<file path="src/rtl/jump_issue_arbiter_pkg.sv">
// Shared robIdx definitions for the backend issue/redirect blocks.
//   ROB_IDX_W   : width of the robIdx value field (32-entry ROB)
//   rob_idx_t   : {flag, value} pair; the flag toggles on every ROB wrap
//   is_after()  : true when a is younger than b
//   need_flush(): true when a redirect kills uop u
package jump_issue_arbiter_pkg;

  localparam int ROB_IDX_W = 5;

  typedef struct packed {
    logic                 flag;
    logic [ROB_IDX_W-1:0] value;
  } rob_idx_t;

  // Differing flags mean one index has wrapped, so the value order inverts.
  function automatic logic is_after(rob_idx_t a, rob_idx_t b);
    return (a.flag != b.flag) ? (a.value < b.value) : (a.value > b.value);
  endfunction

  function automatic logic need_flush(rob_idx_t u, logic redirect_valid,
                                      rob_idx_t redirect_idx, logic flush_self);
    return redirect_valid & (is_after(u, redirect_idx) |
                             (flush_self & (u == redirect_idx)));
  endfunction

endpackage

</file>
<file path="src/rtl/jump_issue_arbiter_rr_arbiter.sv">
// Combinational round-robin pick: the first valid request at or after ptr,
// wrapping modulo NUM_REQ. The pointer register lives in the parent.
//   valid     : request vector
//   ptr       : highest-priority index this cycle
//   grant     : one-hot grant (all zero when nothing is valid)
//   grant_idx : binary index of the granted request
module jump_issue_arbiter_rr_arbiter #(
  parameter int NUM_REQ = 2,
  localparam int PTR_W  = $clog2(NUM_REQ)
) (
  input  logic [NUM_REQ-1:0] valid,
  input  logic [PTR_W-1:0]   ptr,
  output logic [NUM_REQ-1:0] grant,
  output logic [PTR_W-1:0]   grant_idx
);

  logic             found;
  logic [PTR_W-1:0] cand;

  always_comb begin
    grant     = '0;
    grant_idx = '0;
    found     = 1'b0;
    cand      = '0;
    for (int off = 0; off < NUM_REQ; off++) begin
      cand = PTR_W'((int'(ptr) + off) % NUM_REQ);
      if (!found && valid[cand]) begin
        found       = 1'b1;
        grant[cand] = 1'b1;
        grant_idx   = cand;
      end
    end
  end

endmodule

</file>
<file path="src/rtl/jump_issue_arbiter.sv">
// Shares the single Jump unit between NUM_REQ issue ports. A round-robin
// winner is captured into a one-entry register and offered downstream with
// a valid/ready handshake; a held uop younger than a redirect is dropped.
//   clock, reset          : clock, synchronous active-low reset
//   in_valid/in_ready     : per-port issue handshake
//   in_uop, in_rob_*      : per-port payload and robIdx (port i at slice i)
//   redirect_*            : backend redirect and its robIdx / flush-self bit
//   out_valid/out_ready   : handshake toward the Jump unit
//   out_uop, out_rob_*    : held payload and robIdx
//   out_port              : source port of the held uop
module jump_issue_arbiter
  import jump_issue_arbiter_pkg::*;
#(
  parameter int NUM_REQ = 2,
  parameter int UOP_W   = 180,
  localparam int PTR_W  = $clog2(NUM_REQ)
) (
  input  logic                           clock,
  input  logic                           reset,
  input  logic [NUM_REQ-1:0]             in_valid,
  output logic [NUM_REQ-1:0]             in_ready,
  input  logic [NUM_REQ*UOP_W-1:0]       in_uop,
  input  logic [NUM_REQ-1:0]             in_rob_flag,
  input  logic [NUM_REQ*ROB_IDX_W-1:0]   in_rob_value,
  input  logic                           redirect_valid,
  input  logic                           redirect_rob_flag,
  input  logic [ROB_IDX_W-1:0]           redirect_rob_value,
  input  logic                           redirect_flush_self,
  output logic                           out_valid,
  input  logic                           out_ready,
  output logic [UOP_W-1:0]               out_uop,
  output logic                           out_rob_flag,
  output logic [ROB_IDX_W-1:0]           out_rob_value,
  output logic [PTR_W-1:0]               out_port
);

  logic [PTR_W-1:0]   rr_ptr;
  logic [PTR_W-1:0]   next_ptr;
  logic [NUM_REQ-1:0] grant;
  logic [PTR_W-1:0]   grant_idx;
  rob_idx_t           held_idx;
  rob_idx_t           redirect_idx;
  logic               kill_held;
  logic               can_load;
  logic               fire;

  jump_issue_arbiter_rr_arbiter #(.NUM_REQ(NUM_REQ)) u_rr (
    .valid     (in_valid),
    .ptr       (rr_ptr),
    .grant     (grant),
    .grant_idx (grant_idx)
  );

  assign held_idx     = {out_rob_flag, out_rob_value};
  assign redirect_idx = {redirect_rob_flag, redirect_rob_value};
  assign kill_held    = need_flush(held_idx, redirect_valid, redirect_idx,
                                   redirect_flush_self);

  // A killed held uop frees the slot just like a downstream accept.
  assign can_load = !out_valid | out_ready | kill_held;

  // Nothing is accepted during a redirect, so an incoming uop never needs
  // its own kill check; reset also blocks acceptance.
  assign in_ready = (reset & can_load & !redirect_valid) ? grant : '0;
  assign fire     = |(in_valid & in_ready);

  assign next_ptr = (grant_idx == PTR_W'(NUM_REQ - 1)) ? '0 : grant_idx + 1'b1;

  always_ff @(posedge clock) begin
    if (!reset) begin
      out_valid     <= 1'b0;
      out_uop       <= '0;
      out_rob_flag  <= 1'b0;
      out_rob_value <= '0;
      out_port      <= '0;
      rr_ptr        <= '0;
    end else if (fire) begin
      out_valid     <= 1'b1;
      out_uop       <= in_uop[grant_idx*UOP_W +: UOP_W];
      out_rob_flag  <= in_rob_flag[grant_idx];
      out_rob_value <= in_rob_value[grant_idx*ROB_IDX_W +: ROB_IDX_W];
      out_port      <= grant_idx;
      rr_ptr        <= next_ptr;
    end else if (out_valid & (out_ready | kill_held)) begin
      out_valid <= 1'b0;
    end
  end

endmodule
</file>
<file path="config.mk">
export PLATFORM = sky130hd
export DESIGN_NAME = jump_issue_arbiter
export DESIGN_NICKNAME = d
export VERILOG_FILES = /design/src/rtl/jump_issue_arbiter_pkg.sv /design/src/rtl/jump_issue_arbiter_rr_arbiter.sv /design/src/rtl/jump_issue_arbiter.sv
export SDC_FILE = /design/constraint.sdc
export NUM_CORES = 1
export LEC_CHECK = 0
export BUFFER_PORTS_ARGS = -buffer_cell sky130_fd_sc_hd__buf_2
export CAP_MARGIN = 15
export CORE_AREA = 5 5 223 225
export DETAILED_ROUTE_END_ITERATION = 8
export DIE_AREA = 0 0 228 230
export SLEW_MARGIN = 0
export SYNTH_ARGS = -nofsm -noshare
export SYNTH_HDL_FRONTEND = slang
export SYNTH_HIERARCHICAL = 1
export SYNTH_SLANG_ARGS = --single-unit
</file>
<file path="constraint.sdc">
create_clock -name clock -period 2.5 [get_ports clock]
set_input_delay 0.125 -clock clock [delete_from_list [all_inputs] [get_ports clock]]
set_output_delay 0.125 -clock clock [all_outputs]
set_load 0.01 [all_outputs]
</file>
==> results.sh, run 1 <==
export IMPL_drtAntennaViolNets=0
export IMPL_syn_to_final_growth_pct=84.3
export IMPL_synth_edf_count=0
export IMPL_num_rows=80
export IMPL_clock_skew_final_ns=0.0140
export IMPL_yosysTopAreaCellShare_pct=42.6
export IMPL_yosys_top_cells_count="189 x dfxtp_1, 189 x nand2_1, 187 x mux2i_1"
export IMPL_avgSynthCellArea_sq_um=10.2
export IMPL_cp_buffers_inverters=4
export IMPL_numClockSinks=189
export IMPL_syn_area_sq_mm=0.00888
export IMPL_portBuffers=574
export IMPL_fmax_mhz=422
export IMPL_rr_startpoint="rr_ptr"
export IMPL_wl_per_cell_um=16.5
export IMPL_grt_pass1_vias=11100
export IMPL_maxCapViolations=0
export IMPL_drive_above_1_share_pct=36.9
export IMPL_cts_buffers=17
export IMPL_synthArstFlopShare_pct=0
export IMPL_r2r_setup_slack_ns=0.13
export IMPL_die_area_sq_mm=0.0524
export IMPL_whs_path_depth=4
export IMPL_cts_tree="built"
export IMPL_synth_area_leaders="dfxtp_1 43%, mux2i_1 21%, o211a_1 21%"
export IMPL_setup_violations=0
export IMPL_intPower_mw=5.76
export IMPL_core_area_sq_mm=0.0473
export IMPL_initial_utilization_pct=18.7
export IMPL_period_share_pct=94.9
export IMPL_worstPathMaxFanout=28
export IMPL_seqPwrFrac_pct=41.2
export IMPL_synth_cells=870
export IMPL_nFillCells=4658
export IMPL_critPathArrivalTime_ns=2.73
export IMPL_dr_pass1_iters=5
export IMPL_powerDensity_mw_per_mm2=481
export IMPL_ys_types=24
export IMPL_seq_area_frac_synth_pct=42.6
export IMPL_drv_slew=0
export IMPL_cts_max_level=4
export IMPL_finalWirelength_um=39100
export IMPL_grt_pass1_wl_um=59900
export IMPL_synth_seq_cells=189
export IMPL_dp_cells=2012
export IMPL_grt_setup_unrepaired="false"
export IMPL_worst_path_max_delay_cell="dlygate4sd3_1"
export IMPL_dpl_hpwl_um=25200
export IMPL_grt_usage_pct=14.3
export IMPL_fin_tns_setup_ns=0
export IMPL_final_nets=2127
export IMPL_r2r_end="out_uop[151]"
export IMPL_io_pins=575
export IMPL_holdWs_ns=0.0432
export IMPL_ys_warn_count=6
export IMPL_pwr_share_comb_pct=23.4
export IMPL_worstSetupPathType="reg2reg"
export IMPL_period_minus_slack_ns=2.37
export IMPL_final_hold_violation_count=0
export IMPL_crit_chain="inv_1, a21boi_1, a22oi_1, nor4b_4, buf_12, buf_6, nand2_1, o211a_1, dlygate4sd3_1"
export IMPL_worst_r2r_cell_count=9
export IMPL_vdd_ir_drop_max_mv=0.430
export IMPL_vias_per_cell=4.40
export IMPL_clk_pin_slew_worst_paths_ns=0.07
export IMPL_drcViolationCount=0
export IMPL_diodes=0
export IMPL_relSlewSlack_pct=56.1
export IMPL_cp_top_family="buffers and inverters"
export IMPL_worstMarginPinSlew_ns=0.659
export IMPL_critPathMaxStageDelay_ns=0.55
export IMPL_endpoint_kind="flip-flop"
export IMPL_die_w_um=228
export IMPL_clkPwrFrac_pct=35.4
export IMPL_power_switching_mw=2.11
export IMPL_overflow=0
export IMPL_yosys_area_top_type="dfxtp_1"
export IMPL_hold_path_class="in2reg"
export IMPL_drt_iter0_markers=376
export IMPL_synth_fp_nets=1260
export IMPL_synthFlopType="dfxtp_1"
export IMPL_worstHoldStart="in_uop[169]"
export IMPL_chipHeight_um=230
export IMPL_grt_max_degree=117
export IMPL_leakagePower_nw=9.59
export IMPL_switching_share_pct=26.8
export IMPL_insertion_delay_ns=0.48
export IMPL_via_count=10400
export IMPL_root_buffer="clkbuf_16"
export IMPL_crit_required_ns=2.86
export IMPL_cts_path_max_buffers=2
export IMPL_antenna_found_initial=0
export IMPL_whs_endpoint="out_uop[169]"
export IMPL_fin_cells=2365
export IMPL_crit_path_start_kind="flip-flop"
export IMPL_startpoint="rr_ptr"
export IMPL_status="finished clean"
export IMPL_routabilityCongestion=0.905
-- worst max path at each step --
stage / endpoint / cells after the start / slack [ns]
2_1_floorplan: out_uop[118] / 8 / 0.85
3_3_place_gp: out_uop[68] / 8 / 0.50
3_5_place_dp: out_uop[152] / 8 / 0.45
4_1_cts: out_uop[151] / 9 / 0.11
5_1_grt: out_uop[69] / 8 / 0.01
6_report: out_uop[151] / 9 / 0.13
-- tightest hold or removal path: cells and delay by family --
family	cells	cell delay (ns)
compound gates	1	0.14
simple gates	1	0.08
mux	1	0.07
buf+inv	1	0.07
-- sequential cells by signal, indices dropped and copies added, names as in the netlist --
signal / count
out_rob_value: 5
out_uop: 180
out_valid: 1
rr_ptr: 1
out_rob_flag: 1
out_port: 1
-- power by group through the flow --
| stage | Combinational (mW) | Sequential [mW] | Clock (mW) |
|---|---|---|---|
| CTS | 1.78 | 3.24 | 2.92 |
| detailed placement | 1.30 | 3.31 | 0 |
| global route | 1.98 | 3.26 | 3.03 |
| global placement | 1.29 | 3.30 | 0 |
| floorplan | 0.578 | 3.37 | 0 |
| finish | 1.84 | 3.24 | 2.79 |
-- kinds of logic after synthesis --
family,after synthesis,share of synthesized area [%]
AOI/OAI and AO/OA,199,22.0
and+or+nand+nor,198,8.78
DFF,189,42.6
muxes,187,21.1
buffers and inverters,90,4.64
adders and majority gates,5,0.705
xor gates and xnor gates,2,0.197
-- metrics by stage --
stage                     setup slack, ns  power, mW  area, sq um  utilization (%)
after CTS                           0.106       7.95        16300             34.5
final                               0.128       7.87        16400             34.6
after floorplan                     0.845       3.95         8880                -
after detailed placement            0.453       4.61        12500             26.5
after global routing               0.0115       8.27        16400             34.6
after global placement              0.500       4.59        12500             26.5
-- placed cells by master, fill, tap and decap left out, drive strengths merged, types with 3 or more instances in the layout --
cell,n
buf,611
dlygate4sd3,319
nand2,189
dfxtp,189
mux2i,187
o211a,186
clkbuf,22
inv,11
ha,5
a21oi,3
o21ai,3
clkinv,3
a21boi,3
-- final cells by class --
cell class,count,area (sq um),share of cell area [%]
Timing Repair Buffer,931,6500,39.7
Multi-Input combinational cell,591,4690,28.7
Sequential cell,189,3780,23.1
Tap cell,615,769,4.70
Clock buffer,21,460,2.81
Clock inverter,11,129,0.788
Inverter,7,26.3,0.161
-- layer usage --
layer  up-vias  part of all wire, %  global-route usage, %  wire, um
met5         -                    0                      0         0
met4         0                  5.1                   8.26      2000
met3       110                  7.8                   5.05      3050
met2       509                   49                   25.1     19300
met1      4919                   38                   14.9     14700
li1       4876                    -                      -         -
-- repair_timing --
action	CTS	global route
resized for setup	0	2
hold buffers	319	0
endpoints found under the setup margin	0	8
setup buffers	0	1
endpoints found under the hold margin	174	0
No activity file was read; power rests on OpenSTA's default activity.
==> run 2, diff against run 1 <==
- ABC_CLOCK_PERIOD_IN_PS: not set -> 2500
- BUFFER_PORTS_ARGS: -buffer_cell sky130_fd_sc_hd__buf_2 -> not set
- CORE_AREA: 5 5 223 225 -> 5 5 220 222
- DIE_AREA: 0 0 228 230 -> 0 0 225 227
- DONT_BUFFER_PORTS: not set -> 1
- SKIP_LAST_GASP: not set -> 1
==> results.sh, run 2 <==
export IMPL_avgSynthCellArea_sq_um=10.2
export IMPL_synth_compound_area_share_pct=22.0
export IMPL_cts_buffers=17
export IMPL_synth_cells=870
export IMPL_synth_fp_nets=1260
export IMPL_dpl_hpwl_um=22000
export IMPL_ctsHoldBuffers=291
export IMPL_cts_setup_buffers=0
export IMPL_yosys_area_share_simple_pct=8.78
export IMPL_numClockSinks=189
export IMPL_num_rows=79
export IMPL_synthArstFlopShare_pct=0
export IMPL_routabilityCongestion=0.770
export IMPL_synth_top_family_by_area="compound AO/OA/AOI/OAI gates"
export IMPL_tool_error="[ERROR RSZ-0060] Max buffer count reached."
export IMPL_synthXorXnorAreaFrac_pct=0.197
export IMPL_portBuffers=0
export IMPL_ys_warn_count=6
export IMPL_yosysTopAreaCellShare_pct=42.6
export IMPL_synth_edf_count=0
export IMPL_failed_stage="clock tree synthesis"
export IMPL_cts_path_max_buffers=2
export IMPL_die_w_um=225
export IMPL_synthAdderAreaFrac_pct=0.705
export IMPL_muxShareOfSynthArea_pct=21.1
export IMPL_synth_seq_cells=189
export IMPL_synth_area_leaders="dfxtp_1 43%, mux2i_1 21%, o211a_1 21%"
export IMPL_yosys_top_cells_count="189 x dfxtp_1, 189 x nand2_1, 187 x mux2i_1"
export IMPL_synthFlopType="dfxtp_1"
export IMPL_seq_area_frac_synth_pct=42.6
export IMPL_status="aborted with a tool error"
export IMPL_syn_area_sq_mm=0.00888
export IMPL_cts_max_level=4
export IMPL_yosys_area_top_type="dfxtp_1"
export IMPL_ctsResizeCount=0
export IMPL_root_buffer="clkbuf_16"
export IMPL_io_pins=575
export IMPL_initial_utilization_pct=19.2
export IMPL_chipHeight_um=227
export IMPL_ys_types=24
==> run 2: cells by family after synthesis <==
kind of cell,Yosys count
compound gates,199
flops,189
simple gates,198
fa+ha+maj,5
mux,187
xor+xnor,2
buf+inv,90
==> run 2: metrics by stage <==
step / utilization (%) / hold WS (ns) / cells / area [sq um] / setup slack (ns)
floorplan: - / 0.318 / 870 / 8880 / 0.845
global placement: 20.5 / 0.275 / 1415 / 9480 / 0.449
detailed placement: 20.5 / 0.280 / 1415 / 9480 / 0.394
==> run 3, diff against run 2 <==
- CORE_AREA: 5 5 220 222 -> 5 5 221 223
- DIE_AREA: 0 0 225 227 -> 0 0 226 228
- PLACE_DENSITY_LB_ADDON: not set -> 0.15
==> results.sh, run 3 (synthesized netlist as in run 1, its figures left out) <==
export IMPL_status="finished with violations"
export IMPL_violations="negative hold slack"
export IMPL_endpoint_kind="flip-flop"
export IMPL_portBuffers=0
export IMPL_cts_max_level=4
export IMPL_fin_cells=1475
export IMPL_setup_violations=0
export IMPL_drt_iter0_markers=289
export IMPL_period_minus_slack_ns=2.37
export IMPL_final_nets=1246
export IMPL_cts_tree="built"
export IMPL_root_buffer="clkbuf_16"
export IMPL_place_ws_ns=0.387
export IMPL_chipHeight_um=228
export IMPL_drv_slew=0
export IMPL_leakagePower_nw=5.79
export IMPL_largest_register_ffs=180
export IMPL_drive_above_1_share_pct=7.03
export IMPL_cts_path_max_buffers=2
export IMPL_regMostFlops="out_uop"
export IMPL_whs_path_depth=1
export IMPL_hold_path_class="in2reg"
export IMPL_holdWs_ns=-0.180
export IMPL_clk_pin_slew_worst_paths_ns=0.07
export IMPL_relSlewSlack_pct=58.8
export IMPL_worstMarginPinSlew_ns=0.618
export IMPL_grt_max_degree=192
export IMPL_final_cell_mix="189 x nand2_1, 188 x dfxtp_1, 187 x mux2i_1"
export IMPL_antenna_found_initial=0
export IMPL_num_rows=79
export IMPL_die_area_sq_mm=0.0515
export IMPL_drtAntennaViolNets=0
export IMPL_crit_required_ns=2.91
export IMPL_core_area_sq_mm=0.0464
export IMPL_vias_per_cell=4.45
export IMPL_dp_cells=1411
export IMPL_final_common_cell="nand2_1"
export IMPL_reg_top3="out_uop x180, out_rob_value x5"
export IMPL_nFillCells=5065
export IMPL_diodes=0
export IMPL_vdd_ir_drop_max_mv=0.391
export IMPL_critPathArrivalTime_ns=2.78
export IMPL_die_w_um=226
export IMPL_fmax_mhz=422
export IMPL_cts_buffers=17
export IMPL_overflow=0
export IMPL_final_hold_violation_count=162
export IMPL_grt_pass1_vias=6754
export IMPL_wl_per_cell_um=20.8
export IMPL_dpl_hpwl_um=22400
export IMPL_total_power_mw=6.84
export IMPL_grt_usage_pct=10.8
export IMPL_numClockSinks=189
export IMPL_maxCapViolations=0
export IMPL_worstPathMaxFanout=31
export IMPL_grt_pass1_wl_um=41900
export IMPL_drcViolationCount=0
export IMPL_crit_path_start_kind="flip-flop"
export IMPL_io_pins=575
export IMPL_worst_r2r_cell_count=8
export IMPL_finalWirelength_um=30700
export IMPL_clock_skew_final_ns=0.0102
export IMPL_syn_to_final_growth_pct=17.2
export IMPL_insertion_delay_ns=0.47
export IMPL_routabilityCongestion=0.704
export IMPL_period_share_pct=94.8
export IMPL_setup_slack_ns=0.130
export IMPL_via_count=6566
export IMPL_worstSetupPathType="reg2reg"
export IMPL_powerDensity_mw_per_mm2=658
export IMPL_dr_pass1_iters=4
export IMPL_initial_utilization_pct=19.1
==> run 3: per-layer routing <==
metal	GRT usage [%]	wire length [um]	vias to the layer above	part of all wire, %
met5	0	0	-	0
met4	3.67	448	0	1.5
met3	4.83	3030	22	9.9
met2	19.9	16200	320	53
met1	10.6	11000	3101	36
li1	-	-	3123	-
==> run 3: area by class of cell <==
type,count,area (sq um),share of cell area (%)
clock buffers,18,439,4.22
clock inverters,13,138,1.32
inverters,7,26.3,0.253
multi-input cells,591,4700,45.2
flip-flops and latches,189,3780,36.4
well taps,607,759,7.30
repair buffers,50,551,5.29
==> run 3: critical path, stage by stage, from the launching register on <==
cell,delay (ns)
dfxtp_2,0.36
inv_1,0.09
a21boi_2,0.18
a22oi_2,0.09
nor4b_4,0.40
clkbuf_16,0.30
buf_4,0.21
o211a_1,0.15
dlygate4sd3_1,0.54
==> run 3: repair_timing <==
| item | 4_1_cts | 5_1_grt |
|---|---|---|
| hold buffers | 26 | 1 |
| buffers inserted | 0 | 4 |
| hold endpoints to repair | 189 | 166 |
| endpoints found under the setup margin | 0 | 23 |
| gates resized for setup | 0 | 12 |
==> run 3: final timing paths <==
kind | to | slack [ns] | from
setup reg to reg | out_uop[172] | 0.13 | rr_ptr
hold reg to reg | out_uop[30] | 0.57 | out_uop[30]
hold / removal | out_uop[171] | -0.18 | reset
setup / recovery | out_uop[172] | 0.13 | rr_ptr
==> run 3: power breakdown <==
part	switching (mW)	total [mW]	internal [mW]
Sequential	0.201	3.36	3.16
Combinational	0.350	0.710	0.360
Clock	1.27	2.77	1.50
==> run 3: per-stage QoR <==
step                instance area [sq um]  setup TNS, ns  util [%]
floorplan                            8880              0         -
global placement                     9460              0      20.4
detailed placement                   9460              0      20.4
CTS                                 10300              0      22.2
global route                        10400        -0.0283      22.4
finish                              10400              0      22.4
==> run 4, diff against run 3 <==
- MAX_ROUTING_LAYER: not set -> met4
- TNS_END_PERCENT: not set -> 100
==> results.sh, run 4 (synthesized netlist as in run 1, its figures left out) <==
export IMPL_status="finished with violations"
export IMPL_violations="negative hold slack"
export IMPL_grt_pass1_wl_um=41900
export IMPL_cts_tree="built"
export IMPL_largest_register_ffs=180
export IMPL_grt_max_degree=192
export IMPL_regMostFlops="out_uop"
export IMPL_vias_per_cell=4.44
export IMPL_nFillCells=5064
export IMPL_routabilityCongestion=0.712
export IMPL_final_hold_violation_count=152
export IMPL_clock_skew_final_ns=0.00939
export IMPL_hold_path_class="in2reg"
export IMPL_drtAntennaViolNets=0
export IMPL_drt_iter0_markers=287
export IMPL_portBuffers=0
export IMPL_antenna_found_initial=0
export IMPL_worst_path_max_delay_cell="dlygate4sd3_1"
export IMPL_grt_usage_pct=11.1
export IMPL_insertion_delay_ns=0.46
export IMPL_endpoint_kind="flip-flop"
export IMPL_finish_utilization_pct=22.7
export IMPL_powerDensity_mw_per_mm2=651
export IMPL_die_area_sq_mm=0.0515
export IMPL_dr_pass1_iters=4
export IMPL_finalWirelength_um=31200
export IMPL_vdd_ir_drop_max_mv=0.389
export IMPL_leakagePower_nw=5.85
export IMPL_final_nets=1260
export IMPL_grt_pass1_vias=6767
export IMPL_fin_tns_setup_ns=0
export IMPL_final_common_cell="nand2_1"
export IMPL_num_rows=79
export IMPL_critPathArrivalTime_ns=2.76
export IMPL_wl_per_cell_um=21.0
export IMPL_cts_buffers=17
export IMPL_grt_setup_unrepaired="false"
export IMPL_setup_violations=0
export IMPL_period_share_pct=93.8
export IMPL_die_w_um=226
export IMPL_period_minus_slack_ns=2.34
export IMPL_via_count=6617
export IMPL_cp_top_family="buffers and inverters"
export IMPL_worstSetupPathType="reg2reg"
export IMPL_maxCapViolations=0
export IMPL_cts_path_max_buffers=2
export IMPL_relSlewSlack_pct=47.8
export IMPL_drcViolationCount=0
export IMPL_diodes=0
export IMPL_chipHeight_um=228
export IMPL_crit_chain="inv_1, a21boi_2, a22oi_2, nor4b_4, buf_4, clkbuf_16, buf_4, o211a_1, dlygate4sd3_1"
export IMPL_holdWs_ns=-0.187
export IMPL_dpl_hpwl_um=22400
export IMPL_drv_slew=0
export IMPL_worstPathMaxFanout=31
export IMPL_core_area_sq_mm=0.0464
export IMPL_initial_utilization_pct=19.1
export IMPL_crit_required_ns=2.91
export IMPL_worstMarginPinSlew_ns=0.783
export IMPL_numClockSinks=189
export IMPL_cts_max_level=4
export IMPL_crit_path_start_kind="flip-flop"
export IMPL_crit_top_cell="buf_4"
export IMPL_drive_above_1_share_pct=7.03
export IMPL_critPathMaxStageDelay_ns=0.54
export IMPL_root_buffer="clkbuf_16"
export IMPL_fmax_mhz=427
export IMPL_overflow=0
export IMPL_clk_pin_slew_worst_paths_ns=0.07
export IMPL_final_cell_mix="189 x nand2_1, 188 x dfxtp_1, 187 x mux2i_1"
export IMPL_syn_to_final_growth_pct=18.7
export IMPL_io_pins=575
export IMPL_reg_top3="out_uop x180, out_rob_value x5"
export IMPL_cp_buffers_inverters=5
run 4: repair_timing:
item	4_1_cts	5_1_grt
endpoints found under the hold margin	189	165
hold buffers	26	14
gates resized for setup	0	9
buffers inserted	0	4
setup endpoints to repair	0	23
run 4: cell type report:
type	instances	area (sq um)	share of cell area, %
well taps	607	759	7.21
flip-flops and latches	189	3780	35.9
repair buffers	64	683	6.49
clock buffers	18	439	4.17
clock inverters	13	138	1.31
multi-input cells	591	4700	44.6
inverters	7	26.3	0.249
run 4: power breakdown:
part	total, mW	leakage, nW	internal, mW	switching [mW]
combinational	0.731	4.03	0.374	0.357
sequential	3.36	1.54	3.16	0.201
clock	2.76	0.279	1.50	1.27
total	6.86	5.85	5.03	1.83
run 4: path summary, 6_finish.rpt:
check,end,slack (ns),startpoint,cells past startpoint
max,out_uop[172],0.16,rr_ptr,9
max reg2reg,out_uop[172],0.16,rr_ptr,9
min reg2reg,out_uop[30],0.57,out_uop[30],1
min,out_uop[8],-0.19,reset,1
run 4: metal layers:
metal  global-route usage [%]  up-vias  wire length (um)
li1                         -     3147                 -
met2                     19.9      299             16400
met1                     10.9     3149             11500
met4                     3.67        0               464
met3                     4.50       22              2880
met5                        -        -                 0
run 4: metrics by stage:
stage,worst slack [ns],cells,instance area (sq um),total power [mW]
floorplan,0.845,870,8880,3.95
global placement,0.459,1411,9460,4.11
detailed placement,0.387,1411,9460,4.11
CTS,0.0415,1468,10300,7.00
global route,0.0345,1489,10500,7.20
finish,0.156,1489,10500,6.86
